## config.mk

```make
export PLATFORM = sky130hd
export DESIGN_NAME = uart_rx_ctrl
export DESIGN_NICKNAME = d
export VERILOG_FILES = /design/src/rtl/uart_rx_ctrl.sv
export SDC_FILE = /design/constraint.sdc
export NUM_CORES = 1
export LEC_CHECK = 0
export ABC_CLOCK_PERIOD_IN_PS = 2300
export BUFFER_PORTS_ARGS = -buffer_cell sky130_fd_sc_hd__buf_2
export CAP_MARGIN = 40
export CORE_UTILIZATION = 53
export CTS_CLUSTER_DIAMETER = 150
export CTS_CLUSTER_SIZE = 24
export DETAILED_ROUTE_END_ITERATION = 10
export GPL_TIMING_DRIVEN = 0
export PLACE_DENSITY_LB_ADDON = 0.2
export SKIP_LAST_GASP = 1
export SYNTH_ARGS = -nofsm -noshare
export SYNTH_HDL_FRONTEND = slang
export SYNTH_SLANG_ARGS = --single-unit
```

## constraint.sdc

```tcl
create_clock -name clk_i -period 2.3 [get_ports clk_i]
set_clock_uncertainty 0.15 [all_clocks]
set_input_delay 0.46 -clock clk_i [delete_from_list [all_inputs] [get_ports clk_i]]
set_output_delay 0.46 -clock clk_i [all_outputs]
set_load 0.01 [all_outputs]
```

## src/rtl/uart_rx_ctrl.sv

```systemverilog
// uart_rx_ctrl: 8N1 UART receive sequencer with oversample prescaler and valid/ready holding register.
// Define UART_RX_PARITY_EN to insert a parity bit between data and stop.
module uart_rx_ctrl #(
    parameter int DIV_WIDTH  = 16,
    parameter int OVERSAMPLE = 16,
    parameter int Tp         = 1
) (
    input  logic                 clk_i,
    input  logic                 rst_i,
    input  logic                 enable_i,
    input  logic [DIV_WIDTH-1:0] divisor_i,
    input  logic                 rx_sync_i,
    output logic                 sample_en_o,
    output logic                 sample_rst_o,
    output logic [7:0]           data_o,
    output logic                 valid_o,
    input  logic                 ready_i,
    output logic                 frame_err_o,
    output logic                 overrun_o,
    input  logic                 clr_i,
`ifdef UART_RX_PARITY_EN
    input  logic                 parity_odd_i,
    output logic                 parity_err_o,
`endif
    output logic                 busy_o
);
    localparam int CW = $clog2(OVERSAMPLE);
    localparam logic [CW-1:0] MID  = CW'(OVERSAMPLE / 2 - 1);
    localparam logic [CW-1:0] LAST = CW'(OVERSAMPLE - 1);

    if (OVERSAMPLE < 4 || (OVERSAMPLE & (OVERSAMPLE - 1)) != 0 || Tp < 0) begin : g_bad_param
        $error("uart_rx_ctrl: OVERSAMPLE must be a power of two >= 4 and Tp non-negative");
    end

`ifdef UART_RX_PARITY_EN
    typedef enum logic [2:0] {IDLE, START, DATA, PARITY, STOP} state_t;
    localparam state_t AFTER_DATA = PARITY;
`else
    typedef enum logic [2:0] {IDLE, START, DATA, STOP} state_t;
    localparam state_t AFTER_DATA = STOP;
`endif

    state_t               state, state_d;
    logic [CW-1:0]        cnt, cnt_d;
    logic [2:0]           idx, idx_d;
    logic [7:0]           sr;
    logic                 shift, done, ferr, accept;
    logic [DIV_WIDTH-1:0] pre_cnt, term_q, term;
    logic                 wrap;
    logic                 par_bad, par_bad_d;

    // The divisor is sampled on the first count of each period, so a change lands at the next wrap.
    assign term = (pre_cnt == '0) ? ((divisor_i == '0) ? '0 : divisor_i - 1'b1) : term_q;
    assign wrap = pre_cnt == term;

    always_ff @(posedge clk_i or posedge rst_i) begin
        if (rst_i) begin
            pre_cnt      <= '0;
            term_q       <= '0;
            sample_en_o  <= 1'b0;
            sample_rst_o <= 1'b1;
        end else begin
            sample_rst_o <= ~enable_i;
            sample_en_o  <= enable_i & wrap;
            term_q       <= term;
            pre_cnt      <= (!enable_i || wrap) ? '0 : pre_cnt + 1'b1;
        end
    end

    always_comb begin
        state_d   = state;
        cnt_d     = cnt;
        idx_d     = idx;
        par_bad_d = par_bad;
        shift     = 1'b0;
        done      = 1'b0;
        ferr      = 1'b0;
        if (!enable_i) begin
            state_d = IDLE;
            cnt_d   = '0;
            idx_d   = '0;
        end else if (sample_en_o) begin
            cnt_d = cnt + 1'b1;
            case (state)
                IDLE: if (!rx_sync_i) begin
                    state_d = START;
                    cnt_d   = '0;
                end
                START: if (cnt == MID) begin
                    state_d = rx_sync_i ? IDLE : DATA;
                    cnt_d   = '0;
                    idx_d   = '0;
                end
                DATA: if (cnt == LAST) begin
                    shift   = 1'b1;
                    idx_d   = idx + 1'b1;
                    state_d = (idx == 3'd7) ? AFTER_DATA : DATA;
                end
`ifdef UART_RX_PARITY_EN
                PARITY: if (cnt == LAST) begin
                    state_d   = STOP;
                    par_bad_d = (^sr ^ rx_sync_i) != parity_odd_i;
                end
`endif
                STOP: if (cnt == LAST) begin
                    state_d = IDLE;
                    done    = rx_sync_i;
                    ferr    = ~rx_sync_i;
                end
                default: state_d = IDLE;
            endcase
        end
    end

    always_ff @(posedge clk_i or posedge rst_i) begin
        if (rst_i) begin
            state   <= IDLE;
            cnt     <= '0;
            idx     <= '0;
            sr      <= '0;
            par_bad <= 1'b0;
        end else begin
            state   <= state_d;
            cnt     <= cnt_d;
            idx     <= idx_d;
            par_bad <= par_bad_d;
            if (shift) sr <= {rx_sync_i, sr[7:1]};
        end
    end

    // A completing byte may replace the held one only when the consumer takes it that same cycle.
    assign accept = done & (~valid_o | ready_i);

    always_ff @(posedge clk_i or posedge rst_i) begin
        if (rst_i) begin
            data_o       <= '0;
            valid_o      <= 1'b0;
            overrun_o    <= 1'b0;
            frame_err_o  <= 1'b0;
`ifdef UART_RX_PARITY_EN
            parity_err_o <= 1'b0;
`endif
        end else begin
            frame_err_o <= ferr;
            overrun_o   <= (done & ~accept) | (overrun_o & ~clr_i);
`ifdef UART_RX_PARITY_EN
            parity_err_o <= done & par_bad;
`endif
            if (accept) begin
                data_o  <= sr;
                valid_o <= 1'b1;
            end else if (ready_i) begin
                valid_o <= 1'b0;
            end
        end
    end

    assign busy_o = state != IDLE;
endmodule
```

* Word-level counts from Yosys, hierarchy flattened
Cells that the tools add are included.
** Cells by class
- $add $sub $neg :: 4
- Eq/ne operators :: 13
- Multiplexer cells :: 36
- Bitwise operators :: 11
- Reduce and logical (&&, ||, !) cells :: 9
** Operator list (count)
- 2-to-1 mux 16 bit :: 3
- zero test 16 bit :: 2
- 2-to-1 mux 3 bit :: 10
- adder 16 x 1 -> 16 bit (second input constant) :: 1
- == test 16 bit :: 1
- 2-to-1 mux 4 bit :: 4
- subtractor 16 x 1 -> 16 bit (second input constant) :: 1
- 2-to-1 mux 1 bit :: 15
- != test 3 bit (second input constant) :: 4
- one-hot mux 3 bit (4 select lines) :: 1
- one-hot mux 4 bit (2 select lines) :: 1
- == test 3 x 2 -> 1 bit (second input constant) :: 2
- one-hot mux 3 bit (2 select lines) :: 1
- NOT 1 bit :: 5
- AND reduction 5 bit :: 1
- adder 4 x 1 -> 4 bit (second input constant) :: 1
- bitwise AND 1 bit :: 4
- == test 4 x 3 -> 1 bit (second input constant) :: 1
- == test 4 bit (second input constant) :: 1
- AND reduction 4 bit :: 1
- adder 3 x 1 -> 3 bit (second input constant) :: 1
- == test 3 x 1 -> 1 bit (second input constant) :: 1
- == test 3 bit (second input constant) :: 1
- zero test 3 bit :: 1
- 8 further kinds :: 9
** Word-level totals
- Bits in registers :: 63
- Input bits :: 22
- Output and inout port bits :: 14

* Logic depth before layout (Yosys ltp)
Gate-level depths: netlist (run 1).
- Depth in word-level cells :: 9
- Depth in mapped cells :: 10

* Worst setup path before layout (run 1)
No wires, ideal clock.
- Kind :: in2reg
- From :: in divisor_i[0]
- To :: reg pre_cnt[6]
- Setup time :: 0.138 ns
- Data arrival time :: 2.392 ns
- Data required time :: 2.012 ns
- Setup slack :: -0.380 ns
- Stages :: 10
- Path buffers :: 1
- Cell sequence :: inv_1 > ha_1 > or4b_1 > nor3_4 > xor2_1 > o21ai_1 > o31ai_2 > a211oi_4 > buf_6 > a211oi_1
** Between the ends
- Word-level cells in the longest chain between the ends :: 6
** Ends and longest elaborated chain
- start, declared :: line 11 : input logic [DIV_WIDTH-1:0] divisor_i,
- subtractor 16 x 1 -> 16 bit / zero test 16 bit (equally long branches) :: line 53 : assign term = (pre_cnt == '0) ? ((divisor_i == '0) ? '0 : divisor_i - 1'b1) : term_q;
- 2-to-1 mux 16 bit * (2 in series) :: line 53
- == test 16 bit * :: line 54 : assign wrap = pre_cnt == term;
- logical OR 1 bit * :: line 66 : pre_cnt <= (!enable_i || wrap) ? '0 : pre_cnt + 1'b1;
- 2-to-1 mux 16 bit * :: line 66
- end signal, assigned :: line 66
- end, declared :: line 48 : logic [DIV_WIDTH-1:0] pre_cnt, term_q, term;
Mark *: on every way between the ends. The rest lies on a longest branch, timed or not.
A chain may end at the register's enable or synchronous reset.

* Worst setup path after layout (run 1)
- From :: in divisor_i[0]
- To :: reg sample_en_o
** Between the ends
- Word-level cells in the longest chain between the ends :: 5
** Ends and longest elaborated chain
- subtractor 16 x 1 -> 16 bit / zero test 16 bit (equally long branches) :: line 53
- 2-to-1 mux 16 bit * (2 in series) :: line 53
- == test 16 bit * :: line 54
- bitwise AND 1 bit * :: line 64 : sample_en_o <= enable_i & wrap;
- end signal, assigned :: line 64
- end, declared :: line 13 : output logic sample_en_o,
Marks and branches as above.

==> out/results.tsv, run 1 <==
stage	metric	value	unit
yosys	Yosys warnings	0	
setup_path	CP Capture Type	flop	
floorplan	Starting Density	55.8	%
setup_path	Reg2Reg Setup Slack	-180	ps
place	DP HPWL	5740	um
place	Port Buffers	34	
outcome	failing checks	design-rule violations, negative setup slack	
power_and_ir_drop	Pleak	1.95	nW
setup_path	R2R depth	7	
grt	gr usage total	25.9	%
timing	post-route minimum period	2500	ps
clocking	Max Root-Sink Buffers	2	
clocking	TritonCTS Buffers	9	
yosys	asr flop ratio synth	100	%
drt	TritonRoute pass-1 iters	8	
power_and_ir_drop	Pwr Density	679	nW/um^2
power_and_ir_drop	Peak VDD IR	0.000498	V
clocking	Hold Buf Count CTS	0	
drt	DRC	6	
setup_path	critical-path maximum fanout	4	
clocking	CTS tree	done	
setup_path	worst path arrival time	2630	ps
timing	final hold slack	124	ps
grt	initial antenna violation count	0	
power_and_ir_drop	Pwr Total	3.02	mW
grt	Overflow after GRT	0	
floorplan	CORE AREA	6460	sq um
yosys	Mapped Avg Cell Area	9.89	sq um
clocking	Clock transition at path regs	70	ps
setup_path	element type at the critical path start	primary input	
clocking	clock latency on the worst-skew pair	340	ps
drt	vias per cell	5.82	
clocking	H-tree levels	3	
yosys	Primary FF master, synth	dfrtp_1	
clocking	CTS Sinks	62	
timing	Tcrit/Tclk final	109	%
job	max-cap viol count	0	
timing	fmax	0.400	GHz
setup_path	WP data required	2430	ps
drt	Initial DRC Count	186	
setup_path	worst r2r src	pre_cnt[12]	
yosys	Post-synth EDFFs	0	
floorplan	die width	84.4	um
drt	antenna-violating nets left	0	
floorplan	row count	29	
grt	number of global-route vias before repair	2896	
yosys	Distinct cells, synth	60	
layout	area delta synth->final	23.7	%
layout	layout cells sized above 1	36.1	%
grt	pin count of the biggest net entering global routing	37	
yosys	post-synthesis register bit count	62	
timing	Worst slew margin	46.7	%
hold_path	worst hold path class	primary input to async pin	
timing	# setup viols final	17	
drt	via count	2961	
drt	wire per inst	16.8	um
drt	WL final	8580	um
floorplan	die height	84.4	um
place	Final Wtd Congestion	0.906	
timing	Final Hold Vio Count	0	
yosys	Gate Count Post-Synth	364	
timing	final worst slack	-201	ps
layout	nets@finish	456	
timing	worst-margin pin slew	799	ps
floorplan	I/O Pins	36	
timing	final slew viol count	0	
grt	first-pass GRT wire length	14300	um
setup_path	r2r endpoint	sample_en_o	
setup_path	CP Class	primary input to flop	
outcome	status	finished with violations	
clocking	clock root buffer	clkbuf_8	
yosys	Cell Area, Synth	3600	sq um
layout	number of diodes	0	
timing	RSZ-0062 raised after global routing	yes	
floorplan	die area	7130	sq um
yosys	register area share after synthesis	43.1	%
yosys	Post-Syn Nets	393	
[cell families after synthesis]
group                    Yosys count  synth area share, %
buffers and inverters             32                 5.59
AO/OA/AOI/OAI                     65                 12.0
AND/OR/NAND/NOR                  139                 21.2
XOR/XNOR                          39                 9.49
multiplexers                      20                 6.18
adder cells (fa/ha/maj)            7                 2.43
flip-flops                        62                 43.1
[report_power, final]
group / internal [mW] / total (mW) / switching (mW)
logic: 0.401 / 0.903 / 0.501
registers: 1.21 / 1.30 / 0.0882
clock network: 0.386 / 0.820 / 0.434
total: 2.00 / 3.02 / 1.02
[worst max-delay path: stages]
cell and delay [ps]:
buf_8 110, inv_8 50, ha_4 130, or4b_4 500, nor4_4 300, mux2i_1 350
a21oi_2 120, nor3_4 240, o21a_4 190, and3_4 180
[metal layers]
| layer | GRT usage, % | up-vias | part of all wire, % |
|---|---|---|---|
| met5 | 0 | - | 0 |
| met4 | 11.9 | 0 | 3.1 |
| met3 | 5.51 | 24 | 6.3 |
| met2 | 42.1 | 107 | 48 |
| met1 | 33.3 | 1426 | 42 |
| li1 | - | 1404 | - |
[repair_timing]
action,in CTS,in global routing
endpoints found under the setup margin,42,28
endpoints found under the hold margin,0,0
gates cloned,1,0
setup buffers,14,4
pin swaps,17,5
resized for setup,37,20
[cell usage after synthesis (2+ instances only)]
library cell,instances,area share (%)
a211oi_1,12,2.5
a21oi_1,13,1.8
a22o_1,2,0.49
and3_1,3,0.52
buf_1,2,0.21
buf_2,2,0.28
buf_4,2,0.42
buf_6,3,0.94
clkbuf_1,6,0.63
clkbuf_8,2,0.76
dfrtp_1,61,42
ha_1,7,2.4
inv_1,14,1.5
mux2_2,18,5.6
mux2i_1,2,0.56
nand2_1,42,4.4
nand2b_1,4,0.69
nand3_1,13,1.8
nand4_1,5,0.87
nor2_1,32,3.3
nor3_1,6,0.83
nor3_4,2,0.90
nor3b_1,3,0.63
nor4_1,6,1.0
nor4_4,2,1.2
nor4b_1,2,0.49
o21ai_0,22,3.1
o22ai_1,4,0.69
or2_2,2,0.35
or4_1,2,0.42
or4b_1,2,0.56
xnor2_1,19,4.6
xor2_1,20,4.9
[cell type report]
type	instances	area [sq um]
Multi-Input combinational cell	270	2060
Fill cell	480	2000
Sequential cell	62	1560
Timing Repair Buffer	54	360
Buffer	16	145
Clock buffer	10	128
Tap cell	77	96.3
Inverter	14	72.6
Clock inverter	6	38.8
[flip-flops by register name, indices dropped and copies added, names as in the netlist]
name and cells:
data_o 8, valid_o 1, term_q 16, sr 8
pre_cnt 16, frame_err_o 1, cnt 4, sample_en_o 1
state 2, overrun_o 1, idx 3, sample_rst_o 1
[through the flow]
step           cells  instance area, sq um  util [%]  setup slack (ps)  setup TNS (ps)
2_1_floorplan    364                  3640         -              -232           -2990
3_3_place_gp     475                  3910      60.5              -698          -48860
3_5_place_dp     476                  3930      60.8              -721          -13220
4_1_cts          505                  4350      67.3              -163           -2130
5_1_grt          509                  4460      69.0              -255           -3690
6_report         509                  4460      69.0              -201           -2710
[worst max-delay path by stage]
stage                            start     endpoint  slack (ps)  cells past startpoint
after CTS                   pre_cnt[1]  sample_en_o        -160                      9
after detailed placement  divisor_i[1]   pre_cnt[9]        -720                     11
after global routing        pre_cnt[0]  sample_en_o        -250                     11
final                     divisor_i[0]  sample_en_o        -200                     10
after global placement    divisor_i[1]  pre_cnt[11]        -700                     11
after floorplan           divisor_i[1]   pre_cnt[6]        -230                     10
[cell usage in the layout, fill, tap and decap left out, types with 5 or more instances in the layout]
cell      instances
dfrtp_2           5
dfrtp_1          56
a211oi_2          5
a21oi_1          10
nand2_1          41
buf_2            34
clkbuf_1          5
nand3_1          12
mux2_2           18
buf_4            19
buf_6             7
a211oi_1          7
clkbuf_8         11
o21ai_0          21
xnor2_1          19
nand4_1           5
xor2_1           20
nor2_1           30
inv_1             9
Note: power is estimated with default switching activity, not from simulation.
==> run 2, diff against run 1 <==
- CORE_UTILIZATION: 53 -> 40
==> out/results.tsv, run 2 (synthesis results as in run 1) <==
stage	metric	value	unit
power_and_ir_drop	switching pwr	1.10	mW
setup_path	worst path arrival time	2690	ps
setup_path	WP data required	2440	ps
timing	final slew viol count	0	
clocking	Clock transition at path regs	80	ps
place	Final Wtd Congestion	0.847	
floorplan	die width	96.9	um
timing	worst-margin pin slew	724	ps
layout	commonest non-fill, non-tap cell in the layout	dfrtp_1	
power_and_ir_drop	clock power share	32.7	%
place	Port Buffers	34	
layout	nets@finish	470	
floorplan	I/O Pins	36	
power_and_ir_drop	Pwr Total	3.40	mW
layout	number of diodes	0	
layout	area delta synth->final	29.4	%
power_and_ir_drop	Peak VDD IR	0.000477	V
grt	first-pass GRT wire length	14100	um
clocking	Hold Buf Count CTS	0	
clocking	H-tree levels	3	
job	max-cap viol count	0	
timing	Final Hold Vio Count	0	
clocking	clock latency on the worst-skew pair	350	ps
grt	gr usage total	18.8	%
timing	# setup viols final	28	
grt	number of global-route vias before repair	2888	
timing	fmax	0.391	GHz
layout	layout cells sized above 1	39.2	%
setup_path	critical-path maximum fanout	5	
timing	post-route minimum period	2560	ps
hold_path	worst hold path class	primary input to async pin	
setup_path	CP Class	flop to flop	
layout	Core Util, Final	53.4	%
drt	WL final	8750	um
timing	final hold slack	77.2	ps
floorplan	CORE AREA	8720	sq um
timing	RSZ-0062 raised after global routing	yes	
grt	initial antenna violation count	0	
power_and_ir_drop	Sequential Power Share	38.3	%
power_and_ir_drop	Logic pwr share	29.0	%
outcome	status	finished with violations	
setup_path	element type at the critical path start	flop	
power_and_ir_drop	Power Internal	2.30	mW
power_and_ir_drop	Pwr Density	730	nW/um^2
drt	Initial DRC Count	220	
place	DP HPWL	5660	um
floorplan	Starting Density	41.3	%
power_and_ir_drop	Sw Share	32.2	%
drt	antenna-violating nets left	0	
layout	registers with the most flip-flops	pre_cnt x16, term_q x16	
grt	Overflow after GRT	0	
clocking	clock root buffer	clkbuf_8	
clocking	CTS tree	done	
drt	DRC	0	
outcome	failing checks	negative setup slack	
drt	TritonRoute pass-1 iters	4	
clocking	Max Root-Sink Buffers	2	
drt	via count	2972	
clocking	TritonCTS Buffers	9	
grt	pin count of the biggest net entering global routing	34	
layout	highest-count cells in the layout ignoring fill and taps	dfrtp_1 (55), nand2_1 (41), buf_2 (34)	
drt	wire per inst	15.8	um
clocking	CTS Sinks	62	
drt	vias per cell	5.36	
floorplan	row count	34	
timing	final worst slack	-257	ps
power_and_ir_drop	Pleak	2.06	nW
timing	Worst slew margin	51.7	%
timing	Tcrit/Tclk final	111	%
floorplan	die height	96.9	um
floorplan	die area	9390	sq um
setup_path	CP Capture Type	flop	
run 2: cell types whose count changed in the layout (fill, tap and decap cells not counted), moves of 3 or more:
cell | before | now
a211oi_1 | 7 | 10
a211oi_2 | 5 | 2
a21oi_1 | 10 | 6
a21oi_2 | 3 | 7
buf_4 | 19 | 29
buf_6 | 7 | 12
clkinv_2 | 3 | 0
inv_6 | 0 | 3
o21ai_0 | 21 | 15
o21ai_1 | 2 | 6
run 2: layout make-up:
type	instances	area, sq um
multi-input combinational	270	2040
clock inverter	7	104
buffer	16	146
sequential	62	1560
inverter	14	72.6
fill	767	4060
tap	108	135
timing repair buffer	68	477
clock buffer	9	124
run 2: through the flow:
step                      setup TNS, ps  setup slack [ps]  area [sq um]  std cells
after floorplan                   -2990              -232          3640        364
after global placement           -52420              -683          3950        506
after detailed placement         -12940              -689          3970        507
after CTS                         -2160              -150          4490        543
after global routing              -6780              -355          4660        554
final                             -4170              -257          4660        554
run 2: path summary, 6_finish.rpt:
kind	start	endpoint	slack, ps	depth (start not counted)
setup / recovery	pre_cnt[8]	sample_en_o	-260	9
hold / removal	rst_i	data_o[5]	80	2
setup reg to reg	pre_cnt[8]	sample_en_o	-260	9
hold reg to reg	data_o[7]	data_o[7]	350	1
max in group asynchronous	rst_i	pre_cnt[1]	1300	3
min in group clk_i	clr_i	overrun_o	140	2
run 2: critical path: stages (launching register included):
cell	delay, ps
dfrtp_2	460
or4_4	540
nor4_4	320
nand2_2	140
o21ai_2	90
nand3_2	110
a211oi_4	230
buf_6	160
buf_4	110
and3_4	180
run 2: power groups by stage:
stage               Combinational, mW  Clock [mW]  Sequential [mW]
CTS                             0.871        1.13             1.30
global placement                0.648           0             1.32
floorplan                       0.487           0             1.30
detailed placement              0.655           0             1.33
finish                          0.988        1.11             1.30
global route                     1.07        1.18             1.31
run 2: layer usage:
metal | part of all wire, % | track usage [%]
met1 | 44 | 24.9
met2 | 48 | 30.1
met4 | 2.0 | 7.12
met3 | 5.2 | 4.12
met5 | 0 | 0
run 2: timing repair:
action	4_1_cts	5_1_grt
pin swaps	14	11
setup endpoints to repair	35	43
buffers inserted	21	15
gates cloned	1	0
resized for setup	37	32
